$ cat src/rtl/pipe_pkg.sv
// Shared types and default widths for the pipeline stage registers.
package pipe_pkg;

  typedef enum logic [1:0] {
    EMPTY   = 2'd0,
    FULL    = 2'd1,
    SKIDDED = 2'd2
  } pipe_state_e;

  localparam int DEF_RD_W   = 5;
  localparam int DEF_DATA_W = 64;

endpackage

$ cat src/rtl/pipe_stage_skid.sv
// Pipeline stage register with valid/ready handshake, optional 2-entry skid, flush and stall counter.
// Latency 1 cycle; with SKID=1 backpressure is absorbed by the skid slot and in_ready is a flop.
module pipe_stage_skid
  import pipe_pkg::*;
#(
  parameter int DATA_W = DEF_DATA_W,
  parameter int RD_W   = DEF_RD_W,
  parameter int SKID   = 1,
  parameter int CNT_W  = 16
) (
  input  logic              clk,
  input  logic              rst_n,
  input  logic              in_valid,
  output logic              in_ready,
  input  logic [DATA_W-1:0] in_data,
  input  logic [RD_W-1:0]   in_rd,
  input  logic              in_wb,
  input  logic              flush,
  output logic              out_valid,
  input  logic              out_ready,
  output logic [DATA_W-1:0] out_data,
  output logic [RD_W-1:0]   out_rd,
  output logic              out_wb,
  output logic              fwd_en,
  output logic [CNT_W-1:0]  stall_cnt
);

  typedef struct packed {
    logic [DATA_W-1:0] data;
    logic [RD_W-1:0]   rd;
    logic              wb;
  } beat_t;

  pipe_state_e      state_q, state_d;
  beat_t            main_q, skid_q, in_beat;
  logic             main_ld, main_from_skid, skid_ld;
  logic             in_ready_q;
  logic [CNT_W-1:0] stall_q;

  assign in_beat = '{data: in_data, rd: in_rd, wb: in_wb};

  generate
    if (SKID != 0) begin : g_skid
      assign in_ready = in_ready_q;
    end else begin : g_noskid
      assign in_ready = (state_q == EMPTY) | out_ready;
    end
  endgenerate

  always_comb begin
    state_d        = state_q;
    main_ld        = 1'b0;
    main_from_skid = 1'b0;
    skid_ld        = 1'b0;
    if (flush) begin
      state_d = EMPTY;
    end else begin
      case (state_q)
        EMPTY: begin
          if (in_valid) begin
            state_d = FULL;
            main_ld = 1'b1;
          end
        end
        FULL: begin
          if (in_valid && out_ready) begin
            main_ld = 1'b1;
          end else if (in_valid && (SKID != 0)) begin
            // Downstream stalled: park the new beat behind the head.
            state_d = SKIDDED;
            skid_ld = 1'b1;
          end else if (!in_valid && out_ready) begin
            state_d = EMPTY;
          end
        end
        SKIDDED: begin
          if (out_ready) begin
            state_d        = FULL;
            main_from_skid = 1'b1;
          end
        end
        default: state_d = EMPTY;
      endcase
    end
  end

  always_ff @(posedge clk or negedge rst_n) begin
    if (!rst_n) begin
      state_q    <= EMPTY;
      in_ready_q <= 1'b1;
      main_q     <= '0;
      skid_q     <= '0;
    end else begin
      state_q    <= state_d;
      in_ready_q <= (state_d != SKIDDED);
      if (main_ld) begin
        main_q <= in_beat;
      end else if (main_from_skid) begin
        main_q <= skid_q;
      end
      if (skid_ld) begin
        skid_q <= in_beat;
      end
    end
  end

  always_ff @(posedge clk or negedge rst_n) begin
    if (!rst_n) begin
      stall_q <= '0;
    end else if (out_valid && !out_ready && !(&stall_q)) begin
      stall_q <= stall_q + {{(CNT_W-1){1'b0}}, 1'b1};
    end
  end

  assign out_valid = (state_q != EMPTY);
  assign out_data  = main_q.data;
  assign out_rd    = main_q.rd;
  assign out_wb    = main_q.wb;
  assign fwd_en    = out_valid & main_q.wb;
  assign stall_cnt = stall_q;

endmodule

$ cat config.mk
export PLATFORM = sky130hd
export DESIGN_NAME = pipe_stage_skid
export DESIGN_NICKNAME = d
export VERILOG_FILES = /design/src/rtl/pipe_pkg.sv /design/src/rtl/pipe_stage_skid.sv
export SDC_FILE = /design/constraint.sdc
export NUM_CORES = 1
export LEC_CHECK = 0
export CAP_MARGIN = 20
export CORE_UTILIZATION = 45
export CTS_CLUSTER_SIZE = 25
export DETAILED_ROUTE_END_ITERATION = 12
export GPL_TIMING_DRIVEN = 0
export PLACE_DENSITY = 0.72
export SYNTH_ARGS = -nofsm -noshare
export SYNTH_HDL_FRONTEND = slang
export SYNTH_SLANG_ARGS = --single-unit
export TNS_END_PERCENT = 10
$ cat constraint.sdc
create_clock -name clk -period 2.41 [get_ports clk]
set_input_delay 0.6025 -clock clk [delete_from_list [all_inputs] [get_ports clk]]
set_output_delay 0.6025 -clock clk [all_outputs]
set_load 0.03 [all_outputs]
==> qor.yml, run 1 <==
status: "complete, no violations"
clock_latency_ns: 0.41
postLayoutSetupSlackWorst_ns: 0.06940
drt-wirelength-per-cell_um: 17.52
place.gp.congestion: 0.7789
syn_inst: 466
slew_headroom: 0.5634
vias_per_cell: 5.019
drt_wl_total_um: 15460
io_buffer_count: 163
drive_above_1_share: 0.4124
die_h_um: 132.4
area_delta_synth_final_pct: 33.15
die_area_sq_mm: 0.01752
pin_count: 164
sw_frac_of_total: 0.3103
slew_violations: 0
grt_first_pass_wirelength_um: 25540
vdd_drop_max_uv: 823.8
powerDensity_mw_per_mm2: 1074
internal-power_mw: 7.543
hold_class: "in2async"
async_flop_share: 1.000
hold_ws_ns: 0.1823
ys_seq_area_frac: 0.5205
ant_nets: 0
grt_max_degree: 92
gr-total-overflow: 0
fillerInstances: 1229
worst_pin_slew_ns: 0.6550
final_util: 0.6140
synthMuxAreaShare: 0.3799
placementRows: 47
cts_buffers: 17
cp_max_fo: 9
syn_area_per_cell_sq_um: 16.41
hold_viol_final: 0
power_switching_mw: 3.394
synthFlopType: "dfrtp_1"
grt_util_all_layers: 0.1869
clk_path_buf_depth: 2
final.setup.tns_ns: 0
initial_core_util: 0.4611
cts_hold_buffers: 0
grt_pass1_vias: 4925
clkSlewWorstSetupHoldPaths_ns: 0.06
grt_setup_unrepaired: "no"
synthAdderAreaFrac: 0.001636
critPathKind: "reg2out"
synth_compound_area_frac: 0.008508
period_share: 0.9712
drtIter0Drc: 126
die_x_um: 132.4
max-cap-violations: 0
synth-simple-area-share: 0.04303
dp_hpwl_um: 10770
synth_cell_types: 44
cts_root_buf: "clkbuf_16"
n_antenna_cell: 0
htreeDepth: 4
coreArea_sq_mm: 0.01658
cp_data_arrival_time_ns: 1.74
dr_total_vias: 4427
synth_nets: 542
power.share.clock: 0.249
cts_tree: "done"
power_frac_comb: 0.381
syn-cell-area_sq_mm: 0.007647
dp_slack_ns: -0.3188
final-setup-viol-count: 0
cp.required_ns: 1.81
fmax_mhz: 427.2
ys_seq_elements: 159
cp-start-kind: "flop"
period_needed_ns: 2.341
endpoint_kind: "output port"
antenna_found_initial: 0
synth_top_family_by_area: "multiplexers"
post-cts-setup-buffer-count: 0
power_frac_seq: 0.370
power_leakage_nw: 4.734
synth_edf_count: 0
cts_sinks: 159
yosysWarnings: 0
synth_xor_area_frac: 0.01718
nets: 725
first_pass_iters: 4
skew_ns: 0.006288
remaining_drc_errors: 0
## per-layer routing
metal | up-vias | share of wire | track usage
li1 | 2031 | - | -
met1 | 2281 | 0.44 | 0.2348
met2 | 106 | 0.50 | 0.3108
met3 | 9 | 0.053 | 0.06036
met4 | 0 | 0.0089 | 0.04725
met5 | - | 0 | 0
## cells in the mapped netlist (all sizes together), types with 3 or more instances
cell type,instances,share of area
mux2,211,0.38
dfrtp,158,0.52
buf,23,0.027
xor2,12,0.014
nand2,7,0.0044
nor2,5,0.0028
nor3,5,0.0033
nand3,4,0.0026
nor4,4,0.0061
inv,3,0.0015
nand2b,3,0.0028
nand4,3,0.0041
xnor2,3,0.0034
## cells by family (layout without fill, tap and decap cells)
family | Yosys count | count (layout)
multiplexers | 211 | 211
flip-flops | 159 | 159
AND/OR/NAND/NOR | 46 | 46
buffers and inverters | 27 | 223
XOR/XNOR | 15 | 15
AO/OA/AOI/OAI | 7 | 7
adder cells (fa/ha/maj) | 1 | 1
## what timing repair did
item / 4_1_cts / 5_1_grt
pin swaps: 0 / 0
gates resized for setup: 2 / 1
endpoints found under the setup margin: 2 / 1
## through the flow
| step | instances | instance area (sq um) | power [mW] |
|---|---|---|---|
| 3_3_place_gp | 849 | 9554 | 8.158 |
| 3_5_place_dp | 850 | 9583 | 8.286 |
| 6_report | 882 | 10180 | 10.94 |
| 2_1_floorplan | 466 | 7647 | 6.688 |
| 4_1_cts | 882 | 10180 | 11.06 |
| 5_1_grt | 882 | 10180 | 11.45 |
## path summary, 6_finish.rpt
kind | start | to | slack (ns) | cells after the start
max | state_q[1] | fwd_en | 0.07 | 4
min in group clk | skid_q[5] | skid_q[5] | 0.49 | 1
max reg2reg | stall_cnt[0] | stall_cnt[1] | 0.41 | 5
min reg2reg | skid_q[5] | skid_q[5] | 0.49 | 1
min | rst_n | skid_q[47] | 0.18 | 1
max in group asynchronous | rst_n | skid_q[10] | 1.36 | 2
## registers in the layout (all words and copies together), names as in the netlist
| signal | flops |
|---|---|
| in_ready | 1 |
| out_data | 64 |
| out_rd | 5 |
| out_wb | 1 |
| skid_q | 70 |
| stall_cnt | 16 |
| state_q | 2 |
## critical path: stages (launching register included)
cell and delay (ns):
dfrtp_1 0.37, buf_6 0.14, or2_2 0.31, and2_1 0.16
clkdlybuf4s15_1 0.35
## layout make-up
cell class / count / area (sq um) / area share
Inverter: 3 / 11.26 / 0.001106
Tap cell: 220 / 275.3 / 0.02703
Clock inverter: 10 / 136.4 / 0.01339
Sequential cell: 159 / 3980 / 0.3909
Clock buffer: 22 / 464.2 / 0.04559
Buffer: 24 / 212.7 / 0.02089
Timing Repair Buffer: 164 / 1659 / 0.1629
Multi-Input combinational cell: 280 / 3443 / 0.3382
## power groups by stage
stage | Sequential (mW) | Clock, mW | Combinational [mW]
6_report | 4.05 | 2.72 | 4.17
5_1_grt | 4.15 | 2.93 | 4.37
4_1_cts | 4.05 | 2.79 | 4.21
3_3_place_gp | 4.05 | 0 | 4.11
3_5_place_dp | 4.08 | 0 | 4.20
2_1_floorplan | 5.01 | 0 | 1.68
## cell usage in the layout (no fill, tap or decap), types with 2 or more instances in the layout
master and count:
clkbuf_1 4, dfrtp_1 158, clkbuf_16 17, inv_1 3, nand3b_1 2, xor2_1 12
xnor2_1 3, clkinvlp_4 3, bufinv_16 3, mux2_2 65, nand3_1 4, mux2_4 141
nor3_1 5, clkdlybuf4s50_1 160, buf_6 16, nor2_1 4, nand2b_1 2, or2_2 2
clkinv_2 3, mux2_1 5, nand4_2 2, and4_1 2, nor4_1 2, clkbuf_8 2
buf_2 8, nand2_1 6
(Power assumes the default switching activity.)
==> run 2, diff against run 1 <==
Settings changed: CAP_MARGIN 20 to 5, DONT_BUFFER_PORTS from default to 1, PLACE_DENSITY 0.72 to default, PLACE_DENSITY_LB_ADDON from default to 0.15.
==> qor.yml, run 2 (same netlist as run 1, synthesis figures left out) <==
status: "finished with violations"
violations: "negative hold slack"
drt-wirelength-per-cell_um: 20.43
postPlaceCellArea_sq_mm: 0.007923
cp_max_fo: 9
grt_setup_unrepaired: "no"
max-cap-violations: 0
power.share.clock: 0.290
nets: 561
drive_above_1_share: 0.5464
fillerInstances: 1404
ant_nets: 0
cts_tree: "done"
critPathTopFamily: "simple AND/OR/NAND/NOR gates"
cts_root_buf: "clkbuf_16"
powerDensity_mw_per_mm2: 1157
slew_violations: 0
final.setup.tns_ns: 0
power_frac_seq: 0.525
period_needed_ns: 2.227
dr_total_vias: 3779
slew_headroom: 0.6181
largest_register: "skid_q"
dp_hpwl_um: 9895
clock_latency_ns: 0.41
skew_ns: 0.006337
die_h_um: 132.4
post-cts-setup-buffer-count: 0
path_cells: "ha_1, nand4_2, nor4_4, nor2_2, mux2_4"
critPathKind: "reg2reg"
layout_common_cells: "dfrtp_1, mux2_4, mux2_2, clkbuf_16, buf_6"
drtIter0Drc: 129
remaining_drc_errors: 0
coreArea_sq_mm: 0.01658
endpoint_kind: "flop"
fmax_mhz: 449.1
cp-start-kind: "flop"
hold_viol_final: 158
period_share: 0.9240
die_x_um: 132.4
place.gp.congestion: 0.7734
fin_cells: 716
die_area_sq_mm: 0.01752
placementRows: 47
grt_pass1_vias: 4219
first_pass_iters: 4
cpPeakStageDelay_ns: 0.62
crit_buf_inv: 0
drt_wl_total_um: 14630
initial_core_util: 0.4611
htreeDepth: 4
pin_count: 164
cp_data_arrival_time_ns: 2.53
cts_sinks: 159
power_frac_comb: 0.185
sw_frac_of_total: 0.3227
vdd_drop_max_uv: 531.6
worst_pin_slew_ns: 0.5686
clk_path_buf_depth: 2
cts_buffers: 17
final_area_sq_mm: 0.008551
grt_max_degree: 160
final_common_cell: "dfrtp_1"
grt_first_pass_wirelength_um: 23870
grt_util_all_layers: 0.1771
power_switching_mw: 3.193
n_antenna_cell: 0
internal-power_mw: 6.700
place_inst: 686
largest_reg_flops: 70
antenna_found_initial: 0
cp.required_ns: 2.71
crit_slowest_cell: "nor4_4"
clkSlewWorstSetupHoldPaths_ns: 0.06
hold_class: "in2async"
area_delta_synth_final_pct: 11.81
final-setup-viol-count: 0
gr-total-overflow: 0
power_leakage_nw: 4.106
vias_per_cell: 5.278
hold_ws_ns: -0.1214
io_buffer_count: 0
[run 2: area by class of cell]
cell class / instances / area [sq um] / share of cell area
sequential: 159 / 3980 / 0.4655
multi-input combinational: 280 / 3443 / 0.4027
clock buffer: 21 / 470.5 / 0.05502
tap: 220 / 275.3 / 0.03219
buffer: 24 / 212.7 / 0.02488
clock inverter: 9 / 157.7 / 0.01844
inverter: 3 / 11.26 / 0.001317
[run 2: metrics by stage]
step | util | setup WS, ns | power (mW)
finish | 0.5156 | 0.1831 | 9.892
global placement | 0.4777 | 0.2354 | 6.978
CTS | 0.5156 | 0.1546 | 10.01
global route | 0.5156 | 0.06138 | 10.32
detailed placement | 0.4777 | 0.2109 | 7.097
floorplan | - | 0.4322 | 6.688
[run 2: power by group through the flow]
stage	Clock [mW]	Sequential [mW]	Combinational (mW)
detailed placement	0	5.25	1.85
global route	3.03	5.31	1.98
finish	2.87	5.20	1.83
CTS	2.94	5.22	1.85
global placement	0	5.21	1.77
floorplan	0	5.01	1.68
[run 2: final timing paths]
path | start | end | slack, ns | cells past startpoint
max | stall_cnt[1] | stall_cnt[1] | 0.18 | 5
min | rst_n | out_data[46] | -0.12 | 0
max reg2reg | stall_cnt[1] | stall_cnt[1] | 0.18 | 5
min reg2reg | skid_q[2] | skid_q[2] | 0.49 | 1
max in group asynchronous | rst_n | in_ready | 2.31 | 0
min in group clk | flush | state_q[0] | 0.25 | 1
[run 2: what timing repair did]
action | in CTS | in global routing
endpoints found under the hold margin | 158 | 158
gates resized for setup | 0 | 0
endpoints found under the setup margin | 0 | 0
[run 2: routing by layer]
metal	vias to the layer above	track usage	routed length, um
li1	1700	-	-
met1	1967	0.2166	6075
met2	105	0.2804	7174
met3	7	0.08228	1238
met4	0	0.04917	140
met5	-	0	0
==> run 3, diff against run 2 <==
Clock period 2.41 ns to 2.5 ns, I/O delays scaled along.
==> results of run 3 <==
Same layout as run 2 (identical final DEF). Status: finished with violations: negative hold slack.
Main changes from that run: setup slack after placement 0.2109 ns -> 0.3009 ns; setup slack after layout 0.1831 ns -> 0.2592 ns; hold slack -0.1214 ns -> -0.09894 ns; start point of the critical path stall_cnt[1] -> state_q[1]; end point of the critical path stall_cnt[1] -> fwd_en; register-to-register setup slack 0.18 ns -> 0.27 ns; total power 9.892 mW -> 9.536 mW; worst IR drop on VDD 531.6 uV -> 512.4 uV
